===== src/rtl/alu_seq_pkg.sv =====
// Shared types for the ALU operation sequencer: default widths, FSM state set
// and the layout of one queued operation.
package alu_seq_pkg;

    localparam int ALU_SEQ_WIDTH = 16;
    localparam int ALU_SEQ_OPW   = 3;

    typedef enum logic [1:0] {
        IDLE  = 2'd0,
        EXEC  = 2'd1,
        STALL = 2'd2
    } alu_seq_state_e;

    typedef struct packed {
        logic                     chain;
        logic [ALU_SEQ_OPW-1:0]   opcode;
        logic [ALU_SEQ_WIDTH-1:0] a;
        logic [ALU_SEQ_WIDTH-1:0] b;
    } alu_seq_entry_t;

endpackage


===== src/rtl/alu_op_sequencer_if.sv =====
// Host, ALU and result-consumer signals of alu_op_sequencer.
// op_count is present only when ALU_SEQ_OPCNT_EN is defined.
interface alu_op_sequencer_if import alu_seq_pkg::*; #(
    parameter int WIDTH = ALU_SEQ_WIDTH,
    parameter int OPW   = ALU_SEQ_OPW
);
    logic             in_valid;
    logic             in_ready;
    logic [OPW-1:0]   in_opcode;
    logic [WIDTH-1:0] in_a;
    logic [WIDTH-1:0] in_b;
    logic             in_chain;
    logic [OPW-1:0]   alu_opcode;
    logic [WIDTH-1:0] alu_a;
    logic [WIDTH-1:0] alu_b;
    logic [WIDTH-1:0] alu_result;
    logic             out_valid;
    logic             out_ready;
    logic [WIDTH-1:0] out_result;
    logic [OPW-1:0]   out_opcode;
    logic             busy;
`ifdef ALU_SEQ_OPCNT_EN
    logic [WIDTH-1:0] op_count;

    modport slave (
        input  in_valid, in_opcode, in_a, in_b, in_chain, alu_result, out_ready,
        output in_ready, alu_opcode, alu_a, alu_b, out_valid, out_result, out_opcode, busy,
        output op_count
    );
    modport master (
        output in_valid, in_opcode, in_a, in_b, in_chain, alu_result, out_ready,
        input  in_ready, alu_opcode, alu_a, alu_b, out_valid, out_result, out_opcode, busy,
        input  op_count
    );
`else
    modport slave (
        input  in_valid, in_opcode, in_a, in_b, in_chain, alu_result, out_ready,
        output in_ready, alu_opcode, alu_a, alu_b, out_valid, out_result, out_opcode, busy
    );
    modport master (
        output in_valid, in_opcode, in_a, in_b, in_chain, alu_result, out_ready,
        input  in_ready, alu_opcode, alu_a, alu_b, out_valid, out_result, out_opcode, busy
    );
`endif

endinterface


===== src/rtl/alu_seq_fifo.sv =====
// Synchronous FIFO of queued ALU operations; head is visible combinationally
// so the consumer can pop and use it on the same edge.
module alu_seq_fifo import alu_seq_pkg::*; #(
    parameter  int DEPTH = 4,
    localparam int AW    = $clog2(DEPTH)
) (
    input  logic           clk,
    input  logic           rst_n,
    input  logic           push,
    input  logic           pop,
    input  alu_seq_entry_t din,
    output alu_seq_entry_t head,
    output logic [AW:0]    count,
    output logic           full,
    output logic           empty
);
    alu_seq_entry_t mem [DEPTH];
    logic [AW-1:0]  wr_ptr;
    logic [AW-1:0]  rd_ptr;
    logic           do_push;
    logic           do_pop;

    assign full    = (count == (AW+1)'(DEPTH));
    assign empty   = (count == '0);
    assign do_push = push && !full;
    assign do_pop  = pop && !empty;
    assign head    = mem[rd_ptr];

    // NOTE: the storage array has no reset; pointers and count alone decide
    // which entries are live, so stale contents are never observed.
    always_ff @(posedge clk) begin
        if (do_push) mem[wr_ptr] <= din;
    end

    always_ff @(posedge clk or negedge rst_n) begin
        if (!rst_n) begin
            wr_ptr <= '0;
            rd_ptr <= '0;
            count  <= '0;
        end else begin
            if (do_push) wr_ptr <= wr_ptr + 1'b1;
            if (do_pop)  rd_ptr <= rd_ptr + 1'b1;
            case ({do_push, do_pop})
                2'b10:   count <= count + 1'b1;
                2'b01:   count <= count - 1'b1;
                default: ;
            endcase
        end
    end

endmodule


===== src/rtl/alu_op_sequencer.sv =====
// Queues operations, drives registered operands to an external combinational ALU
// and captures its result into a valid/ready slot. Optional ALU_SEQ_OPCNT_EN adds op_count.
module alu_op_sequencer import alu_seq_pkg::*; #(
    parameter int WIDTH = ALU_SEQ_WIDTH,
    parameter int OPW   = ALU_SEQ_OPW,
    parameter int DEPTH = 4
) (
    input  logic                clk,
    input  logic                rst_n,
    alu_op_sequencer_if.slave   bus
);
    localparam int AW = $clog2(DEPTH);

    localparam logic [1:0] ST_IDLE  = IDLE;
    localparam logic [1:0] ST_EXEC  = EXEC;
    localparam logic [1:0] ST_STALL = STALL;

    logic [1:0]       state;
    logic [1:0]       state_nxt;
    alu_seq_entry_t   push_entry;
    alu_seq_entry_t   head;
    logic [AW:0]      count;
    logic             full;
    logic             empty;
    logic             push;
    logic             pop;
    logic             slot_free;
    logic             capture;
    logic [WIDTH-1:0] last_result;
    logic [WIDTH-1:0] next_a;

    assign push_entry = '{chain: bus.in_chain, opcode: bus.in_opcode, a: bus.in_a, b: bus.in_b};
    assign bus.in_ready = !full;
    assign push      = bus.in_valid && !full;
    assign slot_free = !bus.out_valid || bus.out_ready;
    assign capture   = (state != ST_IDLE) && slot_free;
    assign pop       = !empty && ((state == ST_IDLE) || capture);
    assign bus.busy  = (count != '0) || (state != ST_IDLE);

    alu_seq_fifo #(.DEPTH(DEPTH)) u_fifo (
        .clk   (clk),
        .rst_n (rst_n),
        .push  (push),
        .pop   (pop),
        .din   (push_entry),
        .head  (head),
        .count (count),
        .full  (full),
        .empty (empty)
    );

    always_comb begin
        // NOTE: every signal driven here gets a default first, so no branch
        // leaves one unassigned and no latch is inferred.
        state_nxt = state;
        next_a    = head.a;
        // A chained pop that meets a capture forwards the result being captured.
        if (head.chain) next_a = capture ? bus.alu_result : last_result;
        unique case (state)
            ST_IDLE:           if (!empty) state_nxt = ST_EXEC;
            ST_EXEC, ST_STALL: state_nxt = capture ? (empty ? ST_IDLE : ST_EXEC) : ST_STALL;
            default:           state_nxt = ST_IDLE;
        endcase
    end

    always_ff @(posedge clk or negedge rst_n) begin
        if (!rst_n) begin
            state          <= ST_IDLE;
            bus.alu_opcode <= '0;
            bus.alu_a      <= '0;
            bus.alu_b      <= '0;
            bus.out_valid  <= 1'b0;
            bus.out_result <= '0;
            bus.out_opcode <= '0;
            last_result    <= '0;
        end else begin
            // NOTE: non-blocking assignments let capture read the operand
            // registers' old values while pop loads their new ones on the same edge.
            state <= state_nxt;
            if (pop) begin
                bus.alu_opcode <= head.opcode;
                bus.alu_a      <= next_a;
                bus.alu_b      <= head.b;
            end
            if (capture) begin
                bus.out_result <= bus.alu_result;
                bus.out_opcode <= bus.alu_opcode;
                last_result    <= bus.alu_result;
                bus.out_valid  <= 1'b1;
            end else if (bus.out_ready) begin
                bus.out_valid  <= 1'b0;
            end
        end
    end

`ifdef ALU_SEQ_OPCNT_EN
    always_ff @(posedge clk or negedge rst_n) begin
        if (!rst_n)       bus.op_count <= '0;
        else if (capture) bus.op_count <= bus.op_count + 1'b1;
    end
`endif

endmodule


===== src/flat_wrapper.sv =====
// flat-port wrapper written by rule: the top's interface ports become plain ports
module alu_op_sequencer_flat import alu_seq_pkg::*;
#(
    parameter int WIDTH = ALU_SEQ_WIDTH,
    parameter int OPW   = ALU_SEQ_OPW,
    parameter int DEPTH = 4
)
  (clk, rst_n, bus_in_valid, bus_in_opcode, bus_in_a, bus_in_b, bus_in_chain, bus_alu_result, bus_out_ready, bus_in_ready, bus_alu_opcode, bus_alu_a, bus_alu_b, bus_out_valid, bus_out_result, bus_out_opcode, bus_busy);
  alu_op_sequencer_if #(.WIDTH(WIDTH), .OPW(OPW)) bus_i ();
  input  logic clk;
  input  logic rst_n;
  input wire logic [$bits(bus_i.in_valid)-1:0] bus_in_valid;
  input wire logic [$bits(bus_i.in_opcode)-1:0] bus_in_opcode;
  input wire logic [$bits(bus_i.in_a)-1:0] bus_in_a;
  input wire logic [$bits(bus_i.in_b)-1:0] bus_in_b;
  input wire logic [$bits(bus_i.in_chain)-1:0] bus_in_chain;
  input wire logic [$bits(bus_i.alu_result)-1:0] bus_alu_result;
  input wire logic [$bits(bus_i.out_ready)-1:0] bus_out_ready;
  output wire logic [$bits(bus_i.in_ready)-1:0] bus_in_ready;
  output wire logic [$bits(bus_i.alu_opcode)-1:0] bus_alu_opcode;
  output wire logic [$bits(bus_i.alu_a)-1:0] bus_alu_a;
  output wire logic [$bits(bus_i.alu_b)-1:0] bus_alu_b;
  output wire logic [$bits(bus_i.out_valid)-1:0] bus_out_valid;
  output wire logic [$bits(bus_i.out_result)-1:0] bus_out_result;
  output wire logic [$bits(bus_i.out_opcode)-1:0] bus_out_opcode;
  output wire logic [$bits(bus_i.busy)-1:0] bus_busy;
  assign bus_i.in_valid = bus_in_valid;
  assign bus_i.in_opcode = bus_in_opcode;
  assign bus_i.in_a = bus_in_a;
  assign bus_i.in_b = bus_in_b;
  assign bus_i.in_chain = bus_in_chain;
  assign bus_i.alu_result = bus_alu_result;
  assign bus_i.out_ready = bus_out_ready;
  assign bus_in_ready = bus_i.in_ready;
  assign bus_alu_opcode = bus_i.alu_opcode;
  assign bus_alu_a = bus_i.alu_a;
  assign bus_alu_b = bus_i.alu_b;
  assign bus_out_valid = bus_i.out_valid;
  assign bus_out_result = bus_i.out_result;
  assign bus_out_opcode = bus_i.out_opcode;
  assign bus_busy = bus_i.busy;
  alu_op_sequencer #(.WIDTH(WIDTH), .OPW(OPW), .DEPTH(DEPTH)) u_core (.clk(clk), .rst_n(rst_n), .bus(bus_i));
endmodule

===== config.mk =====
export PLATFORM = sky130hd
export DESIGN_NAME = alu_op_sequencer_flat
export DESIGN_NICKNAME = d
export VERILOG_FILES = /design/src/rtl/alu_seq_pkg.sv /design/src/rtl/alu_op_sequencer_if.sv /design/src/rtl/alu_seq_fifo.sv /design/src/rtl/alu_op_sequencer.sv /design/src/flat_wrapper.sv
export SDC_FILE = /design/constraint.sdc
export NUM_CORES = 1
export LEC_CHECK = 0
export CAP_MARGIN = 10
export CORE_AREA = 2 2 141 143
export DETAILED_ROUTE_END_ITERATION = 10
export DIE_AREA = 0 0 143 145
export PLACE_DENSITY = 0.65
export SLEW_MARGIN = 20
export SYNTH_ARGS = -nofsm -noshare
export SYNTH_HDL_FRONTEND = slang
export SYNTH_SLANG_ARGS = --single-unit

===== constraint.sdc =====
create_clock -name clk -period 2.8 [get_ports clk]
set_input_delay 0.56 -clock clk [delete_from_list [all_inputs] [get_ports clk]]
set_output_delay 0.56 -clock clk [all_outputs]
set_load 0.005 [all_outputs]

==> impl_metrics.yaml <==
clock_network:
  root_buffer: "clkbuf_16"
  clkSinkCount: 224
  post_cts_buffers: 0
  htreeDepth: 1
  clock_latency_ns: 0.52
  tritoncts: "done"
  clockBufferDepth: 3
  clkSlewWorstSetupHoldPaths_ns: 0.06
  cts_hold_buf: 0
  post_cts_resized: 0
  cts_buffers: 24
sta:
  rsz0062_at_grt: "false"
  whs_ns: 0.0615
  final.min_clock_period_ns: 2.54
  slew_violations: 0
  final-hold-violation-count: 0
  post-route-period-util_pct: 90.6
  slew_headroom_pct: 59.5
  worst_slew_pin_slew_ns: 0.607
  fmax_mhz: 394
  report.final.setup_viol: 0
  fin_skew_ns: 0.0127
  setup_slack_ns: 0.264
  setup-tns-final_ns: 0
layout:
  nets: 690
  layout-drive-gt1-share_pct: 19.0
  seq_area_um2: 6330
  post-route-util_pct: 56.4
  diodes: 0
  finalNonFillerCells: 908
  finalInstanceArea_um2: 10800
  nFillCells: 1478
  area_growth_pct: 24.6
  multi_input_area_um2: 2120
placed_design:
  portBuffers: 112
  dp.cells: 865
  dpl_worst_slack_ns: 0.222
  dp_hpwl_um: 10400
  place_congestion: 0.793
  postPlaceCellArea_um2: 10100
power:
  p_seq_share_pct: 41.4
  clkPwrFrac_pct: 23.3
  combinationalPowerShare_pct: 35.3
  ir_worst_vdd_uv: 728
  p_leak_nw: 4.06
  finalPower_mw: 12.4
  power.density_nw_per_um2: 1140
  internal-power_mw: 8.59
  switching_power_mw: 3.79
  switching_share_pct: 30.6
yosys:
  ys_warn_count: 0
  ys_seq_area_share_pct: 72.7
  netlist_area_um2: 8700
  synth_edf_count: 144
  synth_cells: 500
  async_flop_share_pct: 35.7
  synthesis.nets: 564
  avgSynthCellArea_um2: 17.4
  ys_types: 35
  synth-seq-cells: 224
  synth_flop_cell: "edfxtp_1"
critical_path:
  arrival_ns: 1.98
  cp-end-kind: "primary output"
  rrSetupSlack_ns: 0.51
  cp-startpoint: "u_core.state[1]$_DFFE_PN0P_"
  required_ns: 2.24
  path_max_fanout: 9
  crit_type: "flop to primary output"
  timing.rr.start: "u_core.state[1]$_DFFE_PN0P_"
  worstSetupStartpointType: "flop"
global_route:
  antenna_found_initial: 0
  grt_overflow_total: 0
  grt_max_degree: 55
  grt_pass1_vias: 4977
  grt_pass1_wl_um: 27100
  grtUsageTotal_pct: 16.7
min_path:
  min_path_type: "input pin to asynchronous set/reset pin"
die:
  dieArea_um2: 20700
  core_um2: 19200
  die_h_um: 145
  die_w_um: 143
  start_util_pct: 45.3
  rows: 51
  pin_count: 113
drt:
  via_count: 4673
  drt_iter0_markers: 215
  wl_um: 17000
  routedWlPerCell_um: 18.7
  drc: 0
  first_pass_iters: 4
  ant_nets: 0
  routed_via_density: 5.15
outcome:
  status: "finished clean"
run:
  maxCapViolCount: 0
-- final timing paths --
| check | depth (start not counted) | to |
|---|---|---|
| setup / recovery | 4 | bus_busy |
| hold / removal | 1 | u_core.bus.alu_a[4]$_DFFE_PN0P_ |
| setup reg to reg | 10 | u_core.u_fifo.count[2]$_DFFE_PN0P_ |
| hold reg to reg | 2 | u_core.bus.out_result[3]$_DFFE_PN0N_ |
| max in group asynchronous | 2 | u_core.bus.alu_a[1]$_DFFE_PN0P_ |
| min in group clk | 2 | u_core.bus.out_result[3]$_DFFE_PN0N_ |
-- kinds of logic after synthesis --
family	after synthesis	share of synthesized area [%]
multiplexers	61	12.4
AO/OA/AOI/OAI	52	4.49
XOR/XNOR	6	0.604
adder cells (fa/ha/maj)	8	1.24
buffers and inverters	34	3.03
AND/OR/NAND/NOR	115	5.48
flip-flops	224	72.7
-- cell usage in the layout (no fill, tap or decap), types with 2 or more instances in the layout --
cell type	instances
ha_1	6
and3_2	4
buf_12	6
nor2_1	19
o21ai_0	16
clkbuf_16	24
mux4_2	35
clkdlybuf4s50_1	111
nand3_1	17
mux2i_1	2
clkbuf_1	8
a21o_1	14
clkinv_1	2
edfxtp_1	144
a31oi_1	7
o21ai_1	3
xnor2_1	3
nand2_1	70
clkbuf_8	3
mux2_2	18
buf_4	8
inv_1	8
mux2_1	5
xor2_1	3
dfrtp_1	78
clkinv_2	4
a31oi_2	9
a21o_2	2
dfrtp_2	2
-- area by class of cell --
cell class                 count  area share [%]
multi-input combinational    242            19.6
clock buffer                  35            6.20
clock inverter                 8           0.485
inverter                       9           0.381
sequential                   224            58.4
tap                          265            3.06
timing repair buffer         125            11.9
-- Yosys cell counts (all sizes together) (2+ instances only) --
cell | count | area share (%)
edfxtp | 144 | 50
a21o | 16 | 1.4
mux4 | 35 | 9.1
xnor2 | 3 | 0.30
dfrtp | 80 | 23
nand3 | 17 | 0.98
a31oi | 16 | 1.8
inv | 9 | 0.47
nor2 | 19 | 0.82
and3 | 4 | 0.29
buf | 24 | 2.4
mux2i | 2 | 0.23
o21ai | 19 | 1.1
mux2 | 24 | 3.1
nand2 | 70 | 3.0
ha | 7 | 1.0
xor2 | 3 | 0.30
-- worst max-delay path: stages (launching register included) --
cell	delay, ns
dfrtp_1	0.38
inv_1	0.08
ha_2	0.32
nand2_1	0.19
clkdlybuf4s50_1	0.49
-- sequential cells by signal (all words and copies together) (netlist names) --
register and count:
u_core.last_result 16, u_core.bus.alu_opcode 3, u_core.bus.alu_a 16, u_core.u_fifo.rd_ptr 2, u_core.bus.out_opcode 3, u_core.bus.out_valid 1, u_core.u_fifo.mem 144, u_core.state 2
u_core.bus.out_result 16, u_core.bus.alu_b 16, u_core.u_fifo.count 3, u_core.u_fifo.wr_ptr 2
-- power groups by stage --
stage | Clock (mW) | Combinational [mW] | Sequential (mW)
after floorplan | 0 | 2.93 | 5.03
after CTS | 2.97 | 4.46 | 5.13
after global placement | 0 | 4.33 | 5.13
after global routing | 3.10 | 4.81 | 5.24
final | 2.89 | 4.37 | 5.12
after detailed placement | 0 | 4.44 | 5.18
-- per-layer routing --
metal	wire [um]	part of all wire, %	vias up	GRT usage [%]
met5	0	0	-	0
met2	7990	47	135	26.9
met1	7650	45	2380	23.4
met4	300	1.8	0	3.76
met3	1050	6.2	28	3.83
li1	-	-	2130	-
(Power assumes the default switching activity.)
